[config.mk]
export PLATFORM = sky130hd
export DESIGN_NAME = alu_seq_unit
export DESIGN_NICKNAME = d
export VERILOG_FILES = /design/src/rtl/alu_seq_unit.sv
export SDC_FILE = /design/constraint.sdc
export NUM_CORES = 1
export LEC_CHECK = 0
export BUFFER_PORTS_ARGS = -buffer_cell sky130_fd_sc_hd__buf_4
export CORE_ASPECT_RATIO = 2
export CORE_UTILIZATION = 35
export CTS_BUF_LIST = sky130_fd_sc_hd__clkbuf_4
export DETAILED_ROUTE_END_ITERATION = 7
export PLACE_DENSITY = 0.52
export SETUP_SLACK_MARGIN = 0.05
export SLEW_MARGIN = 20
export SYNTH_ARGS = -nofsm -noshare
export SYNTH_HDL_FRONTEND = slang
export SYNTH_SLANG_ARGS = --single-unit
[constraint.sdc]
create_clock -name CLK -period 3.55 [get_ports CLK]
set_input_delay 0.1775 -clock CLK [delete_from_list [all_inputs] [get_ports CLK]]
set_output_delay 0.1775 -clock CLK [all_outputs]
set_load 0.02 [all_outputs]
[src/rtl/alu_seq_unit.sv]
// alu_seq_unit: multi-cycle handshaked ALU (iterative mul and shifts)
// Ports:
//   CLK          clock, rising edge
//   RST          asynchronous active-low reset
//   start        request, accepted only while ready
//   op1, op2     operands (op2 is also the shift amount), latched on accept
//   oprn         opcode: 01 add, 02 sub, 03 mul, 04 srl, 05 sll,
//                06 and, 07 or, 08 nor, 09 slt; anything else sets err
//   ready        high in IDLE
//   done         one-cycle pulse when result/err are valid
//   result, err  held until the next operation completes
module alu_seq_unit #(
    parameter int DATA_WIDTH = 32,
    parameter int OPRN_WIDTH = 6
) (
    input  logic                  CLK,
    input  logic                  RST,
    input  logic                  start,
    input  logic [DATA_WIDTH-1:0] op1,
    input  logic [DATA_WIDTH-1:0] op2,
    input  logic [OPRN_WIDTH-1:0] oprn,
    output logic                  ready,
    output logic                  done,
    output logic [DATA_WIDTH-1:0] result,
    output logic                  err
);
    localparam int CW = $clog2(DATA_WIDTH + 1);
    localparam logic [DATA_WIDTH-1:0] W_V = DATA_WIDTH'(DATA_WIDTH);
    localparam logic [OPRN_WIDTH-1:0] OP_ADD = OPRN_WIDTH'(1);
    localparam logic [OPRN_WIDTH-1:0] OP_SUB = OPRN_WIDTH'(2);
    localparam logic [OPRN_WIDTH-1:0] OP_MUL = OPRN_WIDTH'(3);
    localparam logic [OPRN_WIDTH-1:0] OP_SRL = OPRN_WIDTH'(4);
    localparam logic [OPRN_WIDTH-1:0] OP_SLL = OPRN_WIDTH'(5);
    localparam logic [OPRN_WIDTH-1:0] OP_AND = OPRN_WIDTH'(6);
    localparam logic [OPRN_WIDTH-1:0] OP_OR  = OPRN_WIDTH'(7);
    localparam logic [OPRN_WIDTH-1:0] OP_NOR = OPRN_WIDTH'(8);
    localparam logic [OPRN_WIDTH-1:0] OP_SLT = OPRN_WIDTH'(9);

    typedef enum logic [1:0] {IDLE, EXEC, DONE} state_t;

    state_t                  state, state_nx;
    logic [CW-1:0]           cnt, n_r, n_calc;
    logic [DATA_WIDTH-1:0]   a_r, b_r, p_r, res_calc;
    logic [OPRN_WIDTH-1:0]   opc_r;
    logic                    last, bad, shift_ok;

    always_ff @(posedge CLK or negedge RST) begin
        if (!RST) state <= IDLE;
        else      state <= state_nx;
    end

    always_comb begin
        ready    = state == IDLE;
        done     = state == DONE;
        last     = cnt == n_r;
        state_nx = state == IDLE ? (start ? EXEC : IDLE) :
                   state == EXEC ? (last ? DONE : EXEC) : IDLE;
    end

    // Iteration count: W for mul, the shift amount for in-range shifts, else one.
    always_comb begin
        n_calc = oprn == OP_MUL ? CW'(DATA_WIDTH) :
                 ((oprn == OP_SRL || oprn == OP_SLL) && op2 != '0 && op2 < W_V) ? op2[CW-1:0] :
                 CW'(1);
    end

    always_comb begin
        shift_ok = b_r != '0 && b_r < W_V;
        bad      = opc_r == '0 || opc_r > OP_SLT;
        res_calc = '0;
        case (opc_r)
            OP_ADD:         res_calc = a_r + b_r;
            OP_SUB:         res_calc = a_r - b_r;
            OP_MUL:         res_calc = p_r;
            OP_SRL, OP_SLL: res_calc = b_r >= W_V ? '0 : a_r;
            OP_AND:         res_calc = a_r & b_r;
            OP_OR:          res_calc = a_r | b_r;
            OP_NOR:         res_calc = ~(a_r | b_r);
            OP_SLT:         res_calc = {{(DATA_WIDTH-1){1'b0}}, a_r < b_r};
            default:        res_calc = '0;
        endcase
    end

    // a_r doubles as multiplicand / shift register, b_r as multiplier (shifted out LSB first).
    always_ff @(posedge CLK or negedge RST) begin
        if (!RST) begin
            a_r    <= '0;
            b_r    <= '0;
            p_r    <= '0;
            opc_r  <= '0;
            cnt    <= '0;
            n_r    <= '0;
            result <= '0;
            err    <= 1'b0;
        end else if (state == IDLE && start) begin
            a_r   <= op1;
            b_r   <= op2;
            opc_r <= oprn;
            p_r   <= '0;
            cnt   <= '0;
            n_r   <= n_calc;
        end else if (state == EXEC) begin
            if (last) begin
                result <= res_calc;
                err    <= bad;
            end else begin
                cnt <= cnt + 1'b1;
                if (opc_r == OP_MUL) begin
                    if (b_r[0]) p_r <= p_r + a_r;
                    a_r <= a_r << 1;
                    b_r <= b_r >> 1;
                end else if (opc_r == OP_SRL && shift_ok) begin
                    a_r <= a_r >> 1;
                end else if (opc_r == OP_SLL && shift_ok) begin
                    a_r <= a_r << 1;
                end
            end
        end
    end
endmodule

# == Word-level counts from Yosys, hierarchy flattened ==
# Cells that the tools add are included.
# word_totals
elab_cells,86
register_bits,149
output_inout_bits,35
# op_classes
order_cmp,5
n_mux,26
bitwise,4
n_eq_ne,16
n_reduce_logical,22
addsub,4
# op_table
cell,count
$mux W32,16
$pmux W32 S8,1
$add A32 B32 Y32,2
$lt A32 B6 Y1 const B,2
$reduce_bool A32 Y1,2
$eq A6 B3 Y1 const B,6
$and A32 B32 Y32,1
$ge A32 B6 Y1 const B,1
$lt A32 B32 Y1,1
$not A32 Y32,1
$or A32 B32 Y32,1
$sub A32 B32 Y32,1
$mux W6,5
$eq A6 B2 Y1 const B,3
$eq A6 B4 Y1 const B,2
$reduce_and A3 Y1,3
$add A6 B1 Y6 const B,1
$eq A6 B1 Y1 const B,1
$eq A6 B6 Y1,1
$gt A6 B4 Y1 const B,1
$logic_and A1 B1 Y1,6
$logic_not A6 Y1,1
$mux W2,3
$reduce_bool A2 Y1,3
other kinds (11),12

# == Logic depth before layout (Yosys ltp) ==
# logic_depth
depth_word,9
mapped_depth,14

# == Worst setup path after synthesis ==
# Ideal clock, no wire load.
# synth_path
kind,reg-to-reg
start,register a_r[1]
end,register p_r[25]
n_path_buf,0
required_time_ns,3.481
stages_incl_launch_ff,12
synth_period_minus_slack_ns,2.979
t_arrival_ns,2.910
setup_slack_ns,0.571
setup_time_ns,0.069
path_cell_list,dfrtp_1 -> ha_1 -> a21o_1 -> and4_4 -> nor3_4 -> o21ai_2 -> a21o_1 -> a221o_2 -> a21o_1 -> a221o_1 -> or4_1 -> nand3_1
# synth_via
elab_chain_cells,6
# synth_lines
element,line_no,rtl
"start, declared",43,"logic [DATA_WIDTH-1:0] a_r, b_r, p_r, res_calc;"
"start signal, assigned",96,a_r <= op1;
"start signal, assigned",110,a_r <= a_r << 1;
"start signal, assigned",113,a_r <= a_r >> 1;
$add A32 B32 Y32,109,if (b_r[0]) p_r <= p_r + a_r;
$mux W32,109,
$mux W32,108,if (opc_r == OP_MUL) begin
$mux W32,103,if (last) begin
$mux W32,102,end else if (state == EXEC) begin
$mux W32,95,end else if (state == IDLE && start) begin
"end signal, assigned",109,
"end, declared",43,
# Every way passes these cells. The select of a mux whose other input is x is not followed.
# A chain may end at the register's enable or synchronous reset.

# == Worst setup path after layout ==
# layout_path
start,register a_r[0]
end,register result[30]
# layout_via
elab_chain_cells,2
# layout_lines
element,line_no,rtl
$sub A32 B32 Y32 / $add A32 B32 Y32 (equally long branches),"73, 72",
$pmux W32 S8 (*),71,case (opc_r)
"end signal, assigned",104,result <= res_calc;
"end, declared",24,"output logic [DATA_WIDTH-1:0] result,"
# Every way passes the cells marked *; elsewhere a longest branch is shown, timed or not.

==> results.py <==
metrics = {
    "cells_and_area": {
        "nets": 2202,
        "syn_to_final_growth_pct": 26.53,
        "drive_above_1_share": 0.1825,
    },
    "critical_path": {
        "worstPathCellList": "ha_1 > inv_1 > fa_1 > nor2b_1 > o31a_1 > o31a_1 > o21ai_2 > o41ai_2 > a221oi_1 > buf_4 > o221ai_1 > mux2i_1 > a221oi_1 > a21oi_1",
        "critPathRequiredTime_ns": 4.10,
        "r2r_setup_slack_ns": 0.13,
        "slowest_delay_ns": 0.44,
        "cp-end-kind": "flip-flop",
        "worstPathMaxFanout": 4,
        "cp_data_arrival_time_ns": 3.97,
        "path_buf_inv": 2,
        "cp-start-kind": "flip-flop",
        "slowest_stage": "dfrtp_1",
        "path_delay_family": "compound AO/OA/AOI/OAI gates",
        "critical_path_class": "reg -> reg",
    },
    "placement": {
        "dpl.hpwl_um": 47060,
        "portBuffers": 107,
        "routabilityCongestion": 0.9953,
    },
    "drt": {
        "routedWlPerCell_um": 24.84,
        "wirelength_um": 61320,
        "vias": 14610,
        "drt_first_pass_iters": 7,
        "first_iter_violations": 1037,
        "ant_nets": 0,
        "viasPerCell": 5.915,
        "drc": 0,
    },
    "run_status": {
        "status": "complete, no violations",
    },
    "synthesis": {
        "syn_inst": 1722,
        "yosysSeqAreaShare": 0.2780,
        "yosysTopAreaCell": "dfrtp_1",
        "netlist_area_sq_um": 13410,
        "yosysTopAreaCellShare": 0.2780,
        "synthTopCellsByArea": "dfrtp_1, ha_1, a21oi_1",
        "synth-seq-cells": 149,
        "avgSynthCellArea_sq_um": 7.788,
        "synth_top_cells_by_count": "nand2_1, nor2_1, a21oi_1, dfrtp_1, o21ai_0",
        "yosysMostFrequentCell": "nand2_1",
        "synth_edf_count": 0,
        "synth-main-ff-cell": "dfrtp_1",
        "synth_nets": 1932,
        "async_reset_ff_frac": 1.000,
        "yosysWarnings": 0,
        "synth_cell_types": 74,
    },
    "global_routing": {
        "grt_use_total": 0.3156,
        "overflow": 0,
        "antenna_found_initial": 1,
        "grt_max_degree": 66,
        "grt_pass1_vias": 14980,
        "grt_pass1_wl_um": 90800,
    },
    "power_and_ir_drop": {
        "total_power_w": 0.01497,
        "p_leak_nw": 7.777,
        "combPwrFrac": 0.719,
        "sw_frac_of_total": 0.5449,
        "max-vdd-ir-drop_mv": 0.2979,
        "p_clk_frac": 0.082,
        "p_seq_frac": 0.199,
        "p_int_w": 0.006815,
        "p_per_area_nw_per_um2": 882.4,
        "switching_power_w": 0.008158,
    },
    "clock_network": {
        "cts_tree": "yes",
        "clk-insertion-delay-late_ns": 0.67,
        "cts_buffers": 17,
        "cts.path.max_buffers": 2,
        "htreeDepth": 4,
        "clock_sinks": 149,
        "cts.clk_slew.worst_paths_ns": 0.18,
        "cts_root_buf": "clkbuf_4",
    },
    "job": {
        "maxCapViolations": 0,
    },
    "timing": {
        "slew-limit-headroom": 0.4272,
        "rsz0062_at_grt": "yes",
        "min_period_ns": 3.417,
        "setup_viol": 0,
        "worst_slew_pin_slew_ns": 0.8592,
        "hold_ws_ns": 0.04792,
        "finalCritPeriodShare": 0.9626,
        "final.setup_skew_ns": 0.02235,
        "slew_viol_final": 0,
        "hold_violations": 0,
        "fmax_mhz": 292.6,
    },
    "floorplan": {
        "initial_utilization": 0.3537,
        "boundaryPins": 108,
        "die_area_sq_um": 39150,
        "die_h_um": 278.8,
        "rows": 101,
        "die_x_um": 140.4,
        "core_sq_um": 37910,
    },
    "min_path": {
        "hold_class": "in -> async",
    },
}
-- metrics by stage --
stage | setup slack, ns | util | std cells | area (sq um) | TNS [ns]
after floorplan | 0.5715 | - | 1722 | 13410 | 0
after global placement | -0.05821 | 0.4144 | 2354 | 15710 | -0.05821
after detailed placement | -0.03450 | 0.4144 | 2354 | 15710 | -0.03450
after CTS | 0.05474 | 0.4442 | 2466 | 16840 | 0
after global routing | 0.01235 | 0.4476 | 2469 | 16970 | 0
final | 0.1328 | 0.4476 | 2469 | 16970 | 0
-- path summary, 6_finish.rpt --
kind                            startpoint         end  cells after the start
worst max register to register      a_r[0]  result[30]                     14
min in group CLK                     start    state[0]                      3
worst min-delay path                   RST     a_r[23]                      2
worst max-delay path                a_r[0]  result[30]                     14
max in group asynchronous              RST     a_r[11]                      3
worst min register to register   result[6]   result[6]                      2
-- worst reg2reg max path, delay by kind of cell, from the launching register on --
kind            cells  cell delay (ns)
compound gates      8             1.85
fa+ha+maj           2             0.49
flops               1             0.44
buf+inv             2             0.29
mux                 1             0.16
simple gates        1             0.08
-- logic make-up (layout without fill, tap and decap cells) --
group,count (synthesis),after routing,synth area share
AO/OA/AOI/OAI,579,579,0.2801
adder cells (fa/ha/maj),137,137,0.1295
multiplexers,40,40,0.02986
buffers and inverters,217,500,0.06242
AND/OR/NAND/NOR,556,556,0.1914
other,0,1,0
XOR/XNOR,44,44,0.02874
flip-flops,149,149,0.2780
-- cell usage in the layout, fill, tap and decap left out, types with 11 or more instances in the layout --
cell type      synthesis  final
buf_4                  0    278
nand2_1              191    189
nor2_1               157    155
a21oi_1              149    148
dfrtp_1              149    147
o21ai_0              136    134
ha_1                 134    134
inv_1                109    107
dlygate4sd3_1          0     77
nand3_1               52     52
a31oi_1               52     51
mux2i_1               40     40
a21o_1                27     26
nor3_1                27     24
nor4_1                24     24
xor2_1                22     22
xnor2_1               22     22
a221oi_1              23     22
o21bai_1              20     20
a221o_1               19     19
nand4_1               18     18
nand2b_1              18     18
clkbuf_4               0     17
o21a_1                16     16
o22ai_1               16     16
o211ai_1              15     15
nor2b_1               13     12
a222oi_1              12     12
a22oi_1               11     11
-- final cells by class --
class	count	area (sq um)
tap	463	579.3
timing repair buffer	359	2929
antenna	1	2.502
clock buffer	17	127.6
sequential	149	3731
inverter	109	409.1
fill	3885	20940
clock inverter	15	187.7
multi-input combinational	1356	9001
-- registers in the layout, summed over array words and instances (netlist names) --
name,count
state,2
n_r,6
b_r,32
opc_r,6
result,32
a_r,32
err,1
cnt,6
p_r,32
-- metal layers --
metal / routed length, um / vias up / track usage
met5: 0 / - / 0
met4: 5782 / 0 / 0.2685
met3: 2013 / 224 / 0.03464
met2: 32920 / 529 / 0.6019
li1: - / 6786 / -
met1: 20600 / 7066 / 0.2962
-- power groups by stage --
stage	Sequential, W	Combinational, W	Clock (W)
detailed placement	0.00301	0.0103	0
finish	0.00298	0.0108	0.00122
global placement	0.00299	0.0103	0
global route	0.00304	0.0116	0.00132
floorplan	0.00306	0.00564	0
CTS	0.00297	0.0105	0.00125
-- what timing repair did --
| item | 4_1_cts | 5_1_grt |
|---|---|---|
| pin swaps | 2 | 7 |
| setup endpoints to repair | 2 | 16 |
| hold buffers | 77 | 0 |
| endpoints found under the hold margin | 138 | 0 |
| buffers inserted | 3 | 2 |
| resized for setup | 3 | 26 |
(Power assumes the default switching activity.)
